`src/rtl/bram_arb_pkg.sv`:
```
// Shared types and helpers for the two-port BRAM arbiter.
// Optional statistics are enabled with BRAM_ARB_STATS_EN (see bram_port_arbiter).
package bram_arb_pkg;

    localparam int unsigned NUM_PORTS    = 2;
    localparam int unsigned MAX_WE_BYTES = 128;

    typedef logic [0:0] port_idx_t;

    typedef struct packed {
        logic      valid;
        port_idx_t port;
    } tag_t;

    // All-zero byte enables denote a read; callers zero-extend to MAX_WE_BYTES.
    function automatic logic is_read(input logic [MAX_WE_BYTES-1:0] we);
        return (we == '0);
    endfunction

endpackage

```
`src/rtl/rr_arbiter2.sv`:
```
// Two-requester round-robin arbiter; pointer advances only when a grant is accepted.
module rr_arbiter2
    import bram_arb_pkg::*;
(
    input  logic                 i_clk,
    input  logic                 i_rst,
    input  logic [NUM_PORTS-1:0] i_eligible,
    input  logic                 i_accept,
    output logic [NUM_PORTS-1:0] o_grant
);

    port_idx_t r_last_grant;

    always_comb begin
        o_grant = '0;
        case (i_eligible)
            2'b01:   o_grant = 2'b01;
            2'b10:   o_grant = 2'b10;
            2'b11:   o_grant = (r_last_grant == 1'b1) ? 2'b01 : 2'b10;
            default: o_grant = '0;
        endcase
    end

    // Reset to port 1 so that port 0 wins the first conflict.
    always_ff @(posedge i_clk) begin
        if (i_rst) begin
            r_last_grant <= 1'b1;
        end else if (i_accept) begin
            r_last_grant <= o_grant[1];
        end
    end

endmodule

```
`src/rtl/bram_port_arbiter.sv`:
```
// Shares one native BRAM port between two requesters with round-robin issue and per-port read return.
// Define BRAM_ARB_STATS_EN to add grant/conflict counters with stat_clear.
module bram_port_arbiter
    import bram_arb_pkg::*;
#(
    parameter int unsigned DATA_WIDTH = 32,
    parameter int unsigned ADDR_WIDTH = 16,
    parameter int unsigned RD_LATENCY = 1
) (
    input  logic                                   aclk,
    input  logic                                   areset,
    input  logic [NUM_PORTS-1:0]                   s_req_valid,
    output logic [NUM_PORTS-1:0]                   s_req_ready,
    input  logic [NUM_PORTS-1:0][ADDR_WIDTH-1:0]   s_req_addr,
    input  logic [NUM_PORTS-1:0][DATA_WIDTH/8-1:0] s_req_we,
    input  logic [NUM_PORTS-1:0][DATA_WIDTH-1:0]   s_req_wrdata,
    output logic [NUM_PORTS-1:0]                   s_rsp_valid,
    input  logic [NUM_PORTS-1:0]                   s_rsp_ready,
    output logic [NUM_PORTS-1:0][DATA_WIDTH-1:0]   s_rsp_rdata,
    output logic                                   bram_en,
    output logic [DATA_WIDTH/8-1:0]                bram_we,
    output logic [ADDR_WIDTH-1:0]                  bram_addr,
    output logic [DATA_WIDTH-1:0]                  bram_wrdata,
    input  logic [DATA_WIDTH-1:0]                  bram_rddata
`ifdef BRAM_ARB_STATS_EN
    ,
    input  logic                                   stat_clear,
    output logic [NUM_PORTS-1:0][31:0]             stat_grant_cnt,
    output logic [31:0]                            stat_conflict_cnt
`endif
);

    logic [NUM_PORTS-1:0]                 w_rsp_hs;
    logic [NUM_PORTS-1:0]                 w_is_rd;
    logic [NUM_PORTS-1:0]                 w_eligible;
    logic [NUM_PORTS-1:0]                 w_grant;
    logic                                 w_accept;
    port_idx_t                            w_sel;

    logic [NUM_PORTS-1:0]                 r_outstanding;
    logic [NUM_PORTS-1:0]                 r_rsp_valid;
    logic [NUM_PORTS-1:0][DATA_WIDTH-1:0] r_rsp_rdata;
    tag_t                                 r_tag [RD_LATENCY+1];

    // A response handshake frees the port for a new read in the same cycle.
    always_comb begin
        w_rsp_hs   = '0;
        w_is_rd    = '0;
        w_eligible = '0;
        for (int unsigned i = 0; i < NUM_PORTS; i++) begin
            w_rsp_hs[i]   = r_rsp_valid[i] & s_rsp_ready[i];
            w_is_rd[i]    = is_read(MAX_WE_BYTES'(s_req_we[i]));
            w_eligible[i] = s_req_valid[i] & (~w_is_rd[i] | ~r_outstanding[i] | w_rsp_hs[i]);
        end
    end

    rr_arbiter2 u_rr (
        .i_clk      (aclk),
        .i_rst      (areset),
        .i_eligible (w_eligible),
        .i_accept   (w_accept),
        .o_grant    (w_grant)
    );

    assign w_accept    = |w_grant;
    assign w_sel       = w_grant[1];
    assign s_req_ready = w_grant;
    assign s_rsp_valid = r_rsp_valid;
    assign s_rsp_rdata = r_rsp_rdata;

    always_ff @(posedge aclk) begin
        if (areset) begin
            bram_en       <= 1'b0;
            bram_we       <= '0;
            bram_addr     <= '0;
            bram_wrdata   <= '0;
            r_outstanding <= '0;
            r_rsp_valid   <= '0;
            r_rsp_rdata   <= '0;
            for (int unsigned k = 0; k <= RD_LATENCY; k++) begin
                r_tag[k] <= '0;
            end
        end else begin
            bram_en <= w_accept;
            bram_we <= w_accept ? s_req_we[w_sel] : '0;
            if (w_accept) begin
                bram_addr   <= s_req_addr[w_sel];
                bram_wrdata <= s_req_wrdata[w_sel];
            end

            // Stage RD_LATENCY lines up with bram_rddata for the read it tags.
            r_tag[0] <= '{valid: w_accept & w_is_rd[w_sel], port: w_sel};
            for (int unsigned k = 1; k <= RD_LATENCY; k++) begin
                r_tag[k] <= r_tag[k-1];
            end

            for (int unsigned i = 0; i < NUM_PORTS; i++) begin
                if (w_grant[i] && w_is_rd[i]) begin
                    r_outstanding[i] <= 1'b1;
                end else if (w_rsp_hs[i]) begin
                    r_outstanding[i] <= 1'b0;
                end

                if (r_tag[RD_LATENCY].valid && (r_tag[RD_LATENCY].port == port_idx_t'(i))) begin
                    r_rsp_valid[i] <= 1'b1;
                    r_rsp_rdata[i] <= bram_rddata;
                end else if (w_rsp_hs[i]) begin
                    r_rsp_valid[i] <= 1'b0;
                end
            end
        end
    end

`ifdef BRAM_ARB_STATS_EN
    always_ff @(posedge aclk) begin
        if (areset || stat_clear) begin
            stat_grant_cnt    <= '0;
            stat_conflict_cnt <= '0;
        end else begin
            for (int unsigned i = 0; i < NUM_PORTS; i++) begin
                if (w_grant[i]) begin
                    stat_grant_cnt[i] <= stat_grant_cnt[i] + 32'd1;
                end
            end
            if (&w_eligible) begin
                stat_conflict_cnt <= stat_conflict_cnt + 32'd1;
            end
        end
    end
`endif

endmodule

```
`config.mk`:
```
export PLATFORM = sky130hd
export DESIGN_NAME = bram_port_arbiter
export DESIGN_NICKNAME = d
export VERILOG_FILES = /design/src/rtl/bram_arb_pkg.sv /design/src/rtl/rr_arbiter2.sv /design/src/rtl/bram_port_arbiter.sv
export SDC_FILE = /design/constraint.sdc
export NUM_CORES = 1
export LEC_CHECK = 0
export CAP_MARGIN = 20
export CORE_MARGIN = 2
export CORE_UTILIZATION = 41
export CTS_BUF_LIST = sky130_fd_sc_hd__clkbuf_8
export DETAILED_ROUTE_END_ITERATION = 7
export GPL_TIMING_DRIVEN = 0
export PLACE_DENSITY = 0.88
export SYNTH_ARGS = -nofsm -noshare
export SYNTH_HDL_FRONTEND = slang
export SYNTH_SLANG_ARGS = --single-unit
export TNS_END_PERCENT = 1
```
`constraint.sdc`:
```
create_clock -name aclk -period 3.1 [get_ports aclk]
set_clock_uncertainty 0.2 [all_clocks]
set_input_delay 0.775 -clock aclk [delete_from_list [all_inputs] [get_ports aclk]]
set_output_delay 0.775 -clock aclk [all_outputs]
set_load 0.02 [all_outputs]
```
* Word level (Yosys, flattened, before mapping) *
Memory sizes are Yosys's and may differ from the RTL's.
Cells that the tools add are included.

word-level totals
  register bits after elaboration = 122
  memory bits (writable) = 4
  output and inout bits = 121
  memories kept = 1
  word-level logic and storage cells = 66
  input port bits = 142

memories
  name   words  bits a word  rd ports  clocked after memory_dff  write ports  RTL line                 source
  r_tag  2      2            2         0                         2            bram_port_arbiter.sv:43  tag_t r_tag [RD_LATENCY+1];

cells by class
  bitwise logic cells = 17
  reduce and logical (&&, ||, !) cells = 12
  order comparisons = 1
  equal/unequal tests = 3
  mux-type cells = 21

operator list
  operator                                                                      count
  32-bit 2-to-1 mux                                                             2
  16-bit 2-to-1 mux                                                             2
  1-bit 2-to-1 mux                                                              11
  4-bit zero test                                                               2
  4-bit 2-to-1 mux                                                              2
  2-bit nonzero test                                                            4
  2-bit 2-to-1 mux                                                              3
  1-bit inverter                                                                6
  1-bit OR                                                                      6
  2-bit one-hot mux with 3 select lines                                         1
  1-bit bitwise AND                                                             5
  2-bit equality test, second input constant                                    2
  1-bit logical AND                                                             4
  2-bit OR reduction                                                            2
  2-bit by 1-bit equality test with 1-bit output, second input constant         1
  1-bit by 2-bit less-than comparator with 1-bit output, second input constant  1

* Logic depth before layout (Yosys ltp) *
  depth after elaboration = 11
  gate-level depth with buffers = 6
  mapped depth without buffers = 4

* By module *
Synthesis repeated with hierarchy kept, for this count alone.

second synthesis, totals
  cells, all modules = 602
  area total of the unflattened synthesis = 5154.9 um2

modules (own cells, without submodules)
  module             instances  area an instance (um2)  cells each  seq. area each (um2)
  bram_port_arbiter  1          5101.1                  596         2502.4
  rr_arbiter2        1          53.8                    6           20.0

* Worst setup path after synthesis *
Ideal clock, no wire load.

  path kind = input -> output
  start point = input s_req_we[4] in the netlist's numbering
  end point = output s_req_ready[0]
  stages on the path = 5
  path slack = 0.022 ns
  path buffers = 2
  data arrival time = 2.103 ns
  required time = 2.125 ns
  cells stage by stage = or4_1 > o21ai_1 > buf_2 > buf_2 > o21a_1

on the way
  cells in the longest elaborated chain, start to end = 7
  elaborated cells between the ends (all ways) = 9
  those cells by class = eq/ne: 3; mux: 1; bitwise: 4; reduce/logical: 1

RTL lines
  what                                                                                   RTL line                 source
  start, declared                                                                        bram_port_arbiter.sv:15  input logic [NUM_PORTS-1:0][DATA_WIDTH/8-1:0] s_req_we,
  4-bit zero test *                                                                      bram_arb_pkg.sv:17       return (we == '0);
  1-bit inverter *                                                                       bram_port_arbiter.sv:53  w_eligible[i] = s_req_valid[i] & (~w_is_rd[i] | ~r_outstanding[i] | w_rsp_hs[i]);
  1-bit OR * (2 in a row)                                                                bram_port_arbiter.sv:53
  1-bit bitwise AND *                                                                    bram_port_arbiter.sv:53
  2-bit equality test or 2-bit by 1-bit equality test with 1-bit output (tied branches)  rr_arbiter2.sv:16        case (i_eligible)
  2-bit one-hot mux with 3 select lines *                                                rr_arbiter2.sv:16
  end, declared                                                                          bram_port_arbiter.sv:13  output logic [NUM_PORTS-1:0] s_req_ready,

Every way passes the cells marked *; elsewhere a longest branch is shown, timed or not.

* Worst setup path after layout *
  start point = input s_rsp_ready[0]
  end point = output s_req_ready[0]

on the way
  cells in the longest elaborated chain, start to end = 5
  elaborated cells between the ends (all ways) = 7
  those cells by class = eq/ne: 3; mux: 1; bitwise: 3

RTL lines
  what                                                                                   RTL line                 source
  start, declared                                                                        bram_port_arbiter.sv:18  input logic [NUM_PORTS-1:0] s_rsp_ready,
  1-bit bitwise AND *                                                                    bram_port_arbiter.sv:51  w_rsp_hs[i] = r_rsp_valid[i] & s_rsp_ready[i];
  1-bit OR *                                                                             bram_port_arbiter.sv:53
  1-bit bitwise AND *                                                                    bram_port_arbiter.sv:53
  2-bit equality test or 2-bit by 1-bit equality test with 1-bit output (tied branches)  rr_arbiter2.sv:16
  2-bit one-hot mux with 3 select lines *                                                rr_arbiter2.sv:16

Marks and branches as above.

==> results.sh <==
export IMPL_outcome="completed"
export IMPL_power_frac_comb_pct=17.7
export IMPL_synthMuxAreaShare_pct=0
export IMPL_synth_edf_count=0
export IMPL_synth_simple_area_share_pct=21.1
export IMPL_h_tree_depth=4
export IMPL_synth_adder_area_share_pct=0
export IMPL_synth_cell_types=27
export IMPL_power_leakage_nw=2.87
export IMPL_clkTransAtPathRegs_ps=70
export IMPL_grt_use_total_pct=27.3
export IMPL_syn2layout_area_growth_pct=65.7
export IMPL_syn_inst=624
export IMPL_place_ws_ps=-1200
export IMPL_cp_cell_sequence="clkdlybuf4s50_1, a21boi_4, a21boi_4, clkbuf_8, o21a_1, buf_6"
export IMPL_switching_share_pct=26.6
export IMPL_pwr_share_seq_pct=43.6
export IMPL_clkPwrFrac_pct=38.7
export IMPL_p_per_area_nw_per_um2=462
export IMPL_rows=40
export IMPL_worstPathRequired_ps=2120
export IMPL_r2r_start="s_rsp_valid[1]"
export IMPL_worstSetupStartpointType="input pin"
export IMPL_cts_root_buf="clkbuf_8"
export IMPL_drive_above_1_share_pct=8.74
export IMPL_max_freq_mhz=327
export IMPL_r2r_end="bram_wrdata[9]"
export IMPL_vias_per_cell=5.30
export IMPL_cp_common_cell="a21boi_4"
export IMPL_crit_path_end_kind="output port"
export IMPL_ant_nets=0
export IMPL_fin_crit_sh_pct=98.6
export IMPL_hold_class="reg -> reg"
export IMPL_multi_input_area_um2=2400
export IMPL_worst_slack_ps=43.2
export IMPL_drt_total_wl_mm=18.6
export IMPL_die_w_um=116
export IMPL_synth_top_family_by_area="compound AO/OA/AOI/OAI gates"
export IMPL_yosysSeqAreaShare_pct=49.0
export IMPL_dr_pass1_iters=8
export IMPL_cp_top_family="buffers and inverters"
export IMPL_rsz0062_at_grt="false"
export IMPL_die_h_um=116
export IMPL_async_flop_share_pct=0
export IMPL_drv_slew=0
export IMPL_synthTopCellsByCount="132 x nand2_1, 126 x dfxtp_1, 73 x a21oi_1"
export IMPL_num_vias=5806
export IMPL_portBuffers=262
export IMPL_hold_buffers=0
export IMPL_cp_slowest_cell="clkdlybuf4s50_1"
export IMPL_worstSetupPathType="in -> out"
export IMPL_yosys_top_cells_area="dfxtp_1 49%, nand2_1 9.6%, a21oi_1 7.1%"
export IMPL_synth_xor_area_share_pct=0
export IMPL_holdWs_ps=247
export IMPL_seq_area_um2=2520
export IMPL_post_dp_hpwl_mm=13.8
export IMPL_cpPeakStageDelay_ps=550
export IMPL_num_fill_cells=941
export IMPL_yosys_warnings=0
export IMPL_synth_compound_area_share_pct=24.3
export IMPL_cts_tree="yes"
export IMPL_min_to="r_tag[0][2]"
export IMPL_cts_max_path_buffers=2
export IMPL_dieArea_um2=13500
export IMPL_antenna_diode_count=0
export IMPL_internal_power_mw=2.89
export IMPL_drt_iter0_markers=359
export IMPL_yosysTopAreaCellShare_pct=49.0
export IMPL_yosysTopAreaCell="dfxtp_1"
export IMPL_fin_setup_tns_ps=0
export IMPL_hp_start="r_tag[0][0]"
export IMPL_cts_sinks=126
export IMPL_max_cap_violations=0
export IMPL_synth_ff_type="dfxtp_1"
export IMPL_fin_crit_ps=3060
export IMPL_critPathArrivalTime_ps=2080
export IMPL_grt_pass1_vias=5674
export IMPL_core_area_um2=12100
export IMPL_r2r_cells=6
export IMPL_placed_cells=1054
export IMPL_grt_max_degree=19
export IMPL_drc=0
export IMPL_final_core_util_pct=70.4
export IMPL_finalSetupViolCount=0
export IMPL_reg2reg_slack_ps=770
export IMPL_maxSlewHeadroom_pct=53.8
export IMPL_cts_buffers=17
export IMPL_yosysMostFrequentCell="nand2_1"
export IMPL_min_path_cells=1
export IMPL_wl_per_cell_um=17.0
export IMPL_syn_num_nets=766
export IMPL_ys_ff_latch=126
export IMPL_synth_area_per_cell_um2=8.25
export IMPL_grt_pass1_wl_mm=28.5
export IMPL_crit_fanout=10
export IMPL_peakVddDrop_mv=0.213
export IMPL_fin_nets=1056
export IMPL_instances_no_fill=1095
export IMPL_critPathBufInv=3
export IMPL_hold_viol=0
export IMPL_num_io_pins=263
export IMPL_initial_utilization_pct=42.5
export IMPL_grt_overflow=0
export IMPL_place_congestion=0.879
export IMPL_p_switching_mw=1.05
export IMPL_tightestPinTransition_ps=693
export IMPL_clock_latency_ps=440
export IMPL_antenna_found_initial=0
export IMPL_netlist_area_um2=5150
## stage by stage
step / power, mW / area [um^2]
after floorplan: 2.04 / 5150
after global placement: 2.42 / 7980
after detailed placement: 2.43 / 7980
after CTS: 3.94 / 8530
after global routing: 4.06 / 8530
final: 3.94 / 8530
## worst max-delay path by stage
| stage | start | to | slack (ps) | depth (start not counted) |
|---|---|---|---|---|
| final | s_rsp_ready[0] | s_req_ready[0] | 40 | 6 |
| after global routing | s_req_we[7] | s_req_ready[0] | 9 | 6 |
| after CTS | s_req_we[5] | s_req_ready[0] | 10 | 6 |
| after detailed placement | s_req_we[4] | s_req_ready[0] | -1200 | 7 |
| after global placement | s_req_we[4] | s_req_ready[0] | -1200 | 7 |
| after floorplan | s_req_we[4] | s_req_ready[0] | 20 | 5 |
## metal layers
metal	global-route usage (%)	vias up	routed length (um)
li1	-	2807	-
met1	29.4	2709	6800
met2	48.1	249	9490
met3	10.0	41	1770
met4	11.7	0	561
met5	0	-	0
## layout make-up
class                      count  share of cell area (%)
clock buffer                  20                    3.23
tap                          168                    2.46
inverter                       2                  0.0880
timing repair buffer         273                    31.5
multi-input combinational    430                    28.1
buffer                        64                    3.36
sequential                   126                    29.6
clock inverter                12                    1.70
## flip-flops by register name (all words and copies together) (netlist names)
| signal | flops |
|---|---|
| bram_addr | 16 |
| bram_en | 1 |
| bram_we | 4 |
| bram_wrdata | 32 |
| r_outstanding | 2 |
| r_tag | 4 |
| s_rsp_rdata | 64 |
| s_rsp_valid | 2 |
| u_rr.r_last_grant | 1 |
## cell usage in the layout, fill, tap and decap left out, types with 2 or more instances in the layout
cell,instances
clkbuf_8,21
a21boi_4,3
buf_2,6
dlygate4sd2_1,5
dfxtp_1,126
bufinv_16,3
a311oi_2,20
nand2_1,132
o21ai_0,41
o21ai_1,13
and2_1,2
nor2b_1,3
clkbuf_1,53
nor3_1,49
clkinvlp_4,4
clkbuf_2,2
inv_1,5
a21oi_1,73
o21a_1,2
buf_4,11
a311oi_1,28
buf_6,5
nand3_1,52
nand2b_1,3
clkdlybuf4s50_1,252
## power by group through the flow
stage,registers [mW],logic (mW),clock network (mW)
floorplan,1.82,0.221,0
global placement,1.75,0.672,0
detailed placement,1.75,0.675,0
CTS,1.71,0.692,1.53
global route,1.72,0.741,1.59
finish,1.72,0.696,1.52
## cells by family after synthesis
family	Yosys count
AO/OA/AOI/OAI	184
buffers and inverters	68
flip-flops	126
AND/OR/NAND/NOR	246
## timing repair
item | CTS | global route
resized for setup | 33 | 5
hold endpoints to repair | 0 | 0
setup endpoints to repair | 2 | 1
pin swaps | 6 | 3
setup buffers | 11 | 0
Note: power is estimated with default switching activity, not from simulation.
